### config.mk
export PLATFORM = sky130hd
export DESIGN_NAME = div_iter
export DESIGN_NICKNAME = d
export VERILOG_FILES = /design/src/rtl/div_iter.sv
export SDC_FILE = /design/constraint.sdc
export NUM_CORES = 1
export LEC_CHECK = 0
export BUFFER_PORTS_ARGS = -buffer_cell sky130_fd_sc_hd__buf_2
export CORE_AREA = 2 2 159 161
export CTS_CLUSTER_SIZE = 12
export DETAILED_ROUTE_END_ITERATION = 8
export DIE_AREA = 0 0 161 163
export PLACE_DENSITY = 0.66
export SETUP_SLACK_MARGIN = 0.02
export SLEW_MARGIN = 20
export SYNTH_ARGS = -nofsm -noshare
export SYNTH_HDL_FRONTEND = slang
export SYNTH_SLANG_ARGS = --single-unit
### constraint.sdc
create_clock -name div_clk -period 6.3 [get_ports div_clk]
set_input_delay 0.63 -clock div_clk [delete_from_list [all_inputs] [get_ports div_clk]]
set_output_delay 0.63 -clock div_clk [all_outputs]
set_load 0.05 [all_outputs]
### src/rtl/div_iter.sv
// div_iter: iterative radix-2 restoring divider, signed or unsigned, one quotient bit per cycle.
// Results are registered on entry to DONE and held until the next completed operation.
module div_iter #(
    parameter int WIDTH = 32
) (
    input  logic             div_clk,
    input  logic             reset,
    input  logic             div,
    input  logic             div_signed,
    input  logic [WIDTH-1:0] x,
    input  logic [WIDTH-1:0] y,
    input  logic             cancel,
    output logic             busy,
    output logic             complete,
    output logic [WIDTH-1:0] s,
    output logic [WIDTH-1:0] r
);
    localparam int CW = $clog2(WIDTH);
    typedef enum logic [1:0] {IDLE, CALC, DONE} state_t;
    state_t           r_state, w_next;
    logic [CW-1:0]    r_cnt;
    logic [WIDTH-1:0] r_rem, r_quo, r_dy, r_s, r_r;
    logic             r_sign_q, r_sign_r, r_yzero;
    logic             w_accept, w_last, w_ge;
    logic [WIDTH:0]   w_sh, w_trial;
    logic [WIDTH-1:0] w_rem_n, w_quo_n, w_ax, w_ay;

    assign busy     = (r_state == CALC);
    assign complete = (r_state == DONE);
    assign s        = r_s;
    assign r        = r_r;
    assign w_accept = div & ~busy & ~cancel;
    assign w_last   = (r_cnt == CW'(WIDTH - 1));
    assign w_ax     = (div_signed & x[WIDTH-1]) ? -x : x;
    assign w_ay     = (div_signed & y[WIDTH-1]) ? -y : y;
    // The dividend shifts out of r_quo while quotient bits shift in behind it.
    assign w_sh     = {r_rem, r_quo[WIDTH-1]};
    assign w_trial  = w_sh - {1'b0, r_dy};
    assign w_ge     = ~w_trial[WIDTH];
    assign w_rem_n  = w_ge ? w_trial[WIDTH-1:0] : w_sh[WIDTH-1:0];
    assign w_quo_n  = {r_quo[WIDTH-2:0], w_ge};

    always_ff @(posedge div_clk) begin
        if (reset) r_state <= IDLE;
        else       r_state <= w_next;
    end

    always_comb begin
        w_next = r_state;
        case (r_state)
            IDLE, DONE: w_next = w_accept ? CALC : IDLE;
            CALC:       w_next = cancel ? IDLE : (w_last ? DONE : CALC);
            default:    w_next = IDLE;
        endcase
    end

    always_ff @(posedge div_clk) begin
        if (reset) begin
            r_cnt    <= '0;
            r_rem    <= '0;
            r_quo    <= '0;
            r_dy     <= '0;
            r_s      <= '0;
            r_r      <= '0;
            r_sign_q <= 1'b0;
            r_sign_r <= 1'b0;
            r_yzero  <= 1'b0;
        end else if (w_accept) begin
            r_cnt    <= '0;
            r_rem    <= '0;
            r_quo    <= w_ax;
            r_dy     <= w_ay;
            r_sign_q <= div_signed & (x[WIDTH-1] ^ y[WIDTH-1]);
            r_sign_r <= div_signed & x[WIDTH-1];
            r_yzero  <= (y == '0);
        end else if (busy && !cancel) begin
            r_rem <= w_rem_n;
            r_quo <= w_quo_n;
            r_cnt <= r_cnt + CW'(1);
            if (w_last) begin
                // Divide by zero forces all-ones; the remainder naturally comes out as x.
                r_s <= r_yzero ? '1 : (r_sign_q ? -w_quo_n : w_quo_n);
                r_r <= r_sign_r ? -w_rem_n : w_rem_n;
            end
        end
    end
endmodule

==> run metrics <==
#FFs+latches synth 170; Detailed Route WL approximately 35 mm; CTS clock-pin slew for the worst setup and hold paths about 70 ps; period utilization 79.3%; area delta synth->final 12.5%; Crit. End Element flip-flop; register area share after synthesis between 20% and 30%; leak pwr approximately 4.8 nW; H-tree Lvls 4; simple-gate share of the synthesized area a little under a quarter; Fillers ~2400; mapped cell area 11400 sq um; routed len/inst 18.4 um; final global-route overflow total 0; Top Ports ~140; Critical-path top delay cell o41a_1; Final min period 5000 ps; slowest stage delay, CP between 400 and 500 ps; reg2reg setup slack about 1300 ps; TritonCTS clock tree built; max-cap violation count 0; post-CTS setup buffer count 0; Core Box Area 24700 sq um; status complete, no violations; Resize count post-CTS 0; die span in x between 150 and 200 um; Num CTS Buffers 17; CTS Sinks 170; signal arrival time at the worst endpoint approximately 5300 ps; crit path max fanout 10; synthesized instance count about 1500; Starting Density 46.0%; GPL Wtd Cong 0.918; DIE AREA 26200 sq um; post-synthesis compound-gate area fraction approximately a quarter; most used cell, CP inv_1; final setup fails 0; root buf cell clkbuf_16; Async SR Flop Fraction 0%; drt drc 0; Pins Over Slew Limit 0; setup total negative slack 0 ps; Post-synth top flop dfxtp_1; most common cell in the synthesized netlist nor2_1; Peak VDD IR 0.150 mV; worst-margin pin slew between 900 and 1000 ps; ANT nets after route 0; Buf/Inv on CP 4; initial antenna violation count 1; Worst slew margin roughly a third; largest area contributor in the netlist dfxtp_1; RSZ-0062 raised after global routing no; Critical Path Source Type flip-flop; hold_buf cts 0; Syn Area/Cell 7.65 sq um; Yosys Warn Count 0; Clock Path Buffers 2; final core utilization about half; post-synth cell types 81; largest net degree at the start of global routing 96; dominant cells by area after synthesis dfxtp_1 (30%), nor2_1 (6.2%), a21oi_1 (5.4%), xnor2_1 (5.1%), nand2_1 (4.7%); layout cell share with drive strength beyond 1 a little over an eighth; post-synth top area share roughly 30%; drt first pass iters 6; Post-Synth Adder-Cell Area under 10%; IO buf count approximately 130; post-synthesis xor/xnor area fraction about a tenth; skew final between 15 and 20 ps; Crit Path Class flip-flop to flip-flop; Hold Crit Class flip-flop to flip-flop; Overall Global Routing Usage 26.5%; post-place setup slack 1400 ps; Rows just under 60; Final Hold Fails 0; vias in the first global route 10200; crit path cell chain inv_1 > ha_1 > inv_1 > fa_1 > a211oi_1 > o21a_1 > a211oi_1 > o21a_1 > nor3_4 > nor2_4 > inv_2 > o21ai_0 > inv_1 > ha_1 > and4_1 > nand4_1 > o41a_1 > nor4_4 > nor3_1 > a221oi_1 > a31oi_1; largest family of logic cells by synthesized area compound AO/OA/AOI/OAI gates; setup ws final between 1000 and 1500 ps; via count approximately 11000; PwrDens about 250 nW/um^2; delay-heaviest family, CP compound AO/OA/AOI/OAI gates; highest achievable clock rate 0.200 GHz; vias per std cell about 6; worst skew pair latency ~440 ps; final net count between 1500 and 2000; Post-synth top cells nor2_1 (187), dfxtp_1 (170), nand2_1 (141); syn_nets roughly 1600; post-synthesis mux area share 1.96%; EDFF count, synth 0; CP required 6590 ps; first-pass GRT wire length about 55 mm; die height approximately 160 um; initial DRC count a little over 900; Detailed Place HPWL 26.8 mm
[cells in the final DEF (no fill, tap or decap), types with 10 or more instances in the layout]
cell / n
o21a_1: 11
nor4_1: 16
o31ai_1: 27
nand3_1: 21
nor3_1: 40
o21ai_0: 84
dfxtp_1: 170
a311oi_1: 14
nand3b_1: 13
ha_1: 38
o22ai_1: 20
nand2_1: 141
and2_1: 14
a22oi_1: 30
clkbuf_16: 17
nor2_1: 186
mux2i_1: 20
or3_1: 21
buf_4: 10
buf_2: 133
nand4_1: 16
a211oi_1: 66
inv_1: 46
xnor2_1: 66
or4_1: 11
xor2_1: 60
a21oi_1: 122
[final cells by class]
type	instances	area [sq um]	area share, %
clock buffers	18	439	3.44
diodes	1	2.50	0.0196
repair buffers	143	741	5.80
clock inverters	14	180	1.41
well taps	330	413	3.23
inverters	49	184	1.44
flip-flops and latches	170	3400	26.6
multi-input cells	1174	7410	58.0
[worst paths after layout]
kind,cells after the start,to,start
setup / recovery,21,r[30],r_quo[31]
hold / removal,2,r[24],r[24]
setup reg to reg,21,r[30],r_quo[31]
hold reg to reg,2,r[24],r[24]
[per-stage QoR]
step / power (W) / hold WS (ps) / std cells / cell area [sq um]
2_1_floorplan: 0.00183 / 432 / 1484 / 11400
3_3_place_gp: 0.00209 / 440 / 1866 / 12200
3_5_place_dp: 0.00209 / 444 / 1866 / 12200
4_1_cts: 0.00321 / 441 / 1898 / 12800
5_1_grt: 0.00335 / 461 / 1898 / 12800
6_report: 0.00321 / 450 / 1899 / 12800
[worst register-to-register path: stages (launching register included)]
cell and delay, ps:
dfxtp_1 340, inv_1 60, ha_1 150, inv_1 50, fa_1 400, a211oi_1 350, o21a_1 310, a211oi_1 140
o21a_1 290, nor3_4 380, nor2_4 100, inv_2 150, o21ai_0 170, inv_1 100, ha_1 230, and4_1 300
nand4_1 120, o41a_1 430, nor4_4 400, nor3_1 80, a221oi_1 210, a31oi_1 110
[cells by family (layout without fill, tap and decap cells)]
kind of cell / count (synthesis) / in the layout
xor gates and xnor gates: 126 / 126
muxes: 22 / 22
and+or+nand+nor: 531 / 531
buffers and inverters: 140 / 224
DFF: 170 / 170
adders and majority gates: 39 / 39
other: 0 / 1
AOI/OAI and AO/OA: 456 / 456
[flip-flops by register name, summed over array words and instances, names as in the netlist]
name / flops
r_dy: 32
r_rem: 32
r_state: 2
r_sign_r: 1
s: 32
r_quo: 32
r_yzero: 1
r_cnt: 5
r: 32
r_sign_q: 1
[power by group]
part	total, W	switching [W]	leakage (nW)	internal [W]
logic	0.000939	0.000614	3.14	0.000326
registers	0.00114	0.0000382	1.38	0.00111
clock network	0.00112	0.000506	0.299	0.000615
[metal layers]
metal	routed length, um	vias to the layer above	track usage, %
li1	-	5554	-
met1	16100	5168	35.7
met4	1140	0	9.46
met5	0	-	0
met2	15700	411	42.6
met3	2080	68	4.81
Note: power is estimated with default switching activity, not from simulation.
